[src/rtl/uart_pkg.sv]
// Shared definitions for the 8N1 UART transmitter.
package uart_pkg;

    // Payload bits per frame, and total bits per frame (start + data + stop).
    localparam int DATA_BITS  = 8;
    localparam int FRAME_BITS = 10;

    // Serialiser phase within one frame.
    typedef enum logic [1:0] {
        IDLE,
        START,
        DATA,
        STOP
    } uart_state_t;

endpackage

[src/rtl/uart_tx.sv]
// Transmit-only UART serialiser: 8 data bits, no parity, 1 stop bit, LSB
// first, idle-high line. A send seen while idle starts one frame; done
// pulses for exactly the last cycle of the stop bit, so a sequencer that
// answers done with its next send gets back-to-back frames separated by a
// single idle-high cycle.
module uart_tx
    import uart_pkg::*;
#(
    parameter int clocks_per_bit = 1
) (
    input  logic       clock,
    input  logic       reset_n,
    input  logic       send,
    input  logic [7:0] byte_to_send,
    output logic       done,
    output logic       pin
);

    // Baud counter runs 0..clocks_per_bit-1 inside every serial bit.
    localparam int CW = $clog2(clocks_per_bit + 1);

    // Last count of a bit period.
    localparam logic [CW-1:0] LAST_COUNT = CW'(clocks_per_bit - 1);

    // Count one before the last. done is registered, so it has to be
    // raised from here to line up with the final stop-bit cycle. Only
    // meaningful when a bit spans two or more cycles.
    localparam logic [CW-1:0] PRE_LAST_COUNT =
        CW'((clocks_per_bit > 1) ? clocks_per_bit - 2 : 0);

    // With one cycle per bit the stop bit is a single cycle, so done is
    // raised while leaving DATA instead.
    localparam logic SINGLE_CYCLE_BIT = (clocks_per_bit == 1);

    localparam logic [2:0] LAST_BIT = 3'(DATA_BITS - 1);

    uart_state_t     state;
    logic [CW-1:0]   cycle_count;
    logic [2:0]      bit_index;
    logic [7:0]      shift_reg;

    // Frame sequencer: state, baud counter, bit index, shift register and
    // the registered line/done outputs all advance together.
    always_ff @(posedge clock or negedge reset_n) begin
        if (!reset_n) begin
            // NOTE: the shift register is reset along with the control
            // state so a mid-frame abort leaves no stale data behind.
            state       <= IDLE;
            pin         <= 1'b1;
            done        <= 1'b0;
            bit_index   <= '0;
            cycle_count <= '0;
            shift_reg   <= '0;
        end else begin
            // NOTE: every assignment here is non-blocking, so each branch
            // below reads the values from before this edge.
            done <= 1'b0;

            case (state)
                IDLE: begin
                    pin         <= 1'b1;
                    cycle_count <= '0;
                    bit_index   <= '0;
                    if (send) begin
                        shift_reg <= byte_to_send;
                        pin       <= 1'b0;
                        state     <= START;
                    end
                end

                START: begin
                    if (cycle_count == LAST_COUNT) begin
                        cycle_count <= '0;
                        pin         <= shift_reg[0];
                        shift_reg   <= {1'b0, shift_reg[7:1]};
                        state       <= DATA;
                    end else begin
                        cycle_count <= cycle_count + 1'b1;
                    end
                end

                DATA: begin
                    if (cycle_count == LAST_COUNT) begin
                        cycle_count <= '0;
                        if (bit_index == LAST_BIT) begin
                            pin   <= 1'b1;
                            done  <= SINGLE_CYCLE_BIT;
                            state <= STOP;
                        end else begin
                            bit_index <= bit_index + 3'd1;
                            pin       <= shift_reg[0];
                            shift_reg <= {1'b0, shift_reg[7:1]};
                        end
                    end else begin
                        cycle_count <= cycle_count + 1'b1;
                    end
                end

                STOP: begin
                    if (cycle_count == LAST_COUNT) begin
                        cycle_count <= '0;
                        bit_index   <= '0;
                        state       <= IDLE;
                    end else begin
                        cycle_count <= cycle_count + 1'b1;
                        done        <= (cycle_count == PRE_LAST_COUNT);
                    end
                end

                default: begin
                    pin   <= 1'b1;
                    state <= IDLE;
                end
            endcase
        end
    end

endmodule

[config.mk]
export PLATFORM = sky130hd
export DESIGN_NAME = uart_tx
export DESIGN_NICKNAME = d
export VERILOG_FILES = /design/src/rtl/uart_pkg.sv /design/src/rtl/uart_tx.sv
export SDC_FILE = /design/constraint.sdc
export NUM_CORES = 1
export LEC_CHECK = 0
export CAP_MARGIN = 30
export CORE_UTILIZATION = 45
export DETAILED_ROUTE_END_ITERATION = 8
export GPL_ROUTABILITY_DRIVEN = 0
export GPL_TIMING_DRIVEN = 0
export PLACE_DENSITY_LB_ADDON = 0.1
export SLEW_MARGIN = 20
export SYNTH_ARGS = -nofsm -noshare
export SYNTH_HDL_FRONTEND = slang
export SYNTH_SLANG_ARGS = --single-unit
export TNS_END_PERCENT = 50
[constraint.sdc]
create_clock -name clock -period 2.05 [get_ports clock]
set_input_delay 0.3075 -clock clock [delete_from_list [all_inputs] [get_ports clock]]
set_output_delay 0.3075 -clock clock [all_outputs]
set_load 0.03 [all_outputs]
==> flow_metrics.py <==
metrics = {
    "timing": {
        "worst_pin_slew_ns": 0.6798,
        "finalMaxSlewViolations": 0,
        "clock_skew_ns": 0.01130,
        "fmax_ghz": 0.5306,
        "min_period_ns": 1.885,
        "rsz0062_at_grt": "false",
        "final.setup.tns_ns": 0,
        "hold_viol": 0,
        "setup_viol": 0,
        "slew_headroom_pct": 54.54,
        "fin_crit_sh_pct": 91.93,
    },
    "cells_and_area": {
        "regArea_sq_um": 376.6,
        "largest_reg_flops": 8,
        "final_net_count": 97,
        "multi_input_area_sq_um": 421.7,
        "antenna_cells": 0,
        "layoutNonFillerInstCount": 102,
        "syn_to_final_growth_pct": 24.27,
        "drive_above_1_share_pct": 36.36,
        "nFillCells": 156,
    },
    "worst_setup_path": {
        "critical_path_arrival_ns": 2.05,
        "startpoint_type": "flop",
        "cp-end-kind": "flop",
        "crit_fanout": 8,
        "crit_type": "flop to flop",
        "critical_path_required_ns": 2.22,
    },
    "detailed_routing": {
        "num_vias": 512,
        "vias_per_cell": 5.020,
        "wl_per_cell_um": 12.44,
        "firstDrtPassIters": 3,
        "drc_errors": 0,
        "postRouteWirelength_um": 1269,
        "drt_iter0_drc": 7,
        "ant_nets": 0,
    },
    "grt": {
        "grt_max_degree": 16,
        "antenna_found_initial": 0,
        "grt_overflow": 0,
        "grt_pass1_wl_um": 2097,
        "grt_usage_pct": 15.56,
        "first_global_vias": 487,
    },
    "worst_hold_path": {
        "hp-class": "input port to async pin",
    },
    "clock_network": {
        "cts.sinks": 15,
        "clkTransAtPathRegs_ns": 0.09,
        "cts_setup_buffers": 0,
        "htreeDepth": 1,
        "ctsHoldBuffers": 0,
        "cts_tree": "yes",
        "cts_buffers": 3,
        "clk_path_buf_depth": 2,
        "postCtsResizedCells": 0,
        "root_buffer": "clkbuf_4",
        "insertion_delay_ns": 0.29,
    },
    "floorplanning": {
        "die_area_sq_mm": 0.001984,
        "io_pins": 13,
        "core_area_sq_mm": 0.001708,
        "rows": 15,
        "initial_utilization_pct": 47.69,
        "fp.dieW_um": 44.55,
        "fp.dieH_um": 44.55,
    },
    "logic_synthesis": {
        "ys_ff_latch": 15,
        "yosys.area.top_type": "dfrtp_1",
        "avgSynthCellArea_sq_um": 13.58,
        "ys_seq_area_share_pct": 46.24,
        "ys_warn_count": 0,
        "synth.area.top_cells": "dfrtp_1, mux2_2, ha_1",
        "syn_nets": 79,
        "syn_inst": 60,
        "synth_top_area_share_pct": 43.01,
        "synth_area_sq_um": 814.5,
        "synthDistinctLibCells": 16,
    },
    "place": {
        "dp_hpwl_um": 896.1,
        "dp_cells": 97,
        "port_buffers": 12,
    },
    "outcome": {
        "outcome": "finished clean",
    },
    "job": {
        "drv_cap": 0,
    },
    "power": {
        "total_power_uw": 1560,
        "ir_worst_vdd_v": 0.0009520,
        "p_leak_uw": 0.0004527,
        "powerDensity_mw_per_mm2": 1541,
    },
}
## layout by cell type (no fill, tap or decap)
cell | synthesis | layout
a22o_1 | 3 | 3
nor3_4 | 1 | 1
nor2_1 | 1 | 1
o22ai_1 | 1 | 1
dfstp_2 | 1 | 1
and2_4 | 1 | 1
a21oi_1 | 2 | 2
clkdlybuf4s50_1 | 0 | 12
ha_1 | 8 | 8
buf_12 | 0 | 1
a22o_2 | 2 | 2
inv_1 | 3 | 3
clkbuf_1 | 0 | 1
mux2_2 | 18 | 18
nor2b_1 | 2 | 2
o21ai_0 | 1 | 1
dfrtp_1 | 14 | 14
o32a_1 | 1 | 1
buf_2 | 1 | 1
clkbuf_4 | 0 | 3
## report_power, final
part	switching, uW	internal (uW)
Clock	93.6	75.6
Combinational	352	525
Sequential	75.8	437
## area by class of cell
type                            count  share of cell area [%]
Sequential cell                    15                   37.21
Multi-Input combinational cell     41                   41.66
Inverter                            3                   1.112
Tap cell                           25                   3.090
Buffer                              1                  0.4944
Timing Repair Buffer               13                   13.84
Clock buffer                        4                   2.596
## cells by family (layout without fill, tap and decap cells)
group	after synthesis	count (layout)	synth area share, %
DFF	15	15	46.24
buffers and inverters	4	21	1.996
AOI/OAI and AO/OA	10	10	9.524
adders and majority gates	8	8	12.29
muxes	18	18	24.88
and+or+nand+nor	5	5	5.069
## synthesized netlist by cell type
cell     number
mux2_2       18
dfrtp_1      14
ha_1          8
a22o_1        3
inv_1         3
a21oi_1       2
a22o_2        2
nor2b_1       2
and2_4        1
buf_2         1
dfstp_2       1
nor2_1        1
nor3_4        1
o21ai_0       1
o22ai_1       1
o32a_1        1
## worst paths after layout
path,from,end,slack [ns],cells past startpoint
min in group clock,shift_reg[7]$_DFFE_PN0P_,shift_reg[7]$_DFFE_PN0P_,0.51,1
max in group asynchronous,reset_n,state[1]$_DFFE_PN0P_,1.18,1
setup reg to reg,bit_index[0]$_DFFE_PN0P_,shift_reg[2]$_DFFE_PN0P_,0.17,6
hold / removal,reset_n,shift_reg[7]$_DFFE_PN0P_,0.42,1
setup / recovery,bit_index[0]$_DFFE_PN0P_,shift_reg[2]$_DFFE_PN0P_,0.17,6
hold reg to reg,shift_reg[7]$_DFFE_PN0P_,shift_reg[7]$_DFFE_PN0P_,0.51,1
## per-layer routing
layer  up-vias  global-route usage, %  wire length (um)
li1        253                      -                 -
met1       243                  20.00               629
met2        12                  19.71               539
met3         4                  7.755                67
met4         0                  11.52                32
met5         -                      0                 0
## critical path, stage by stage (launching register included)
cell and delay, ns:
dfrtp_1 0.41, ha_1 0.21, ha_1 0.26, and2_4 0.20
nor3_4 0.21, buf_12 0.15, mux2_2 0.33
## stage by stage
| step | area, sq um | util [%] | hold WS, ns | setup slack, ns |
|---|---|---|---|---|
| floorplan | 814.5 | - | 0.01191 | 0.2755 |
| global placement | 965.9 | 56.56 | 0.4838 | 0.1186 |
| detailed placement | 965.9 | 56.56 | 0.4905 | 0.1017 |
| CTS | 992.2 | 58.10 | 0.4422 | 0.07990 |
| global route | 1012 | 59.27 | 0.4784 | 0.07440 |
| finish | 1012 | 59.27 | 0.4221 | 0.1654 |
No activity file was read; power rests on OpenSTA's default activity.
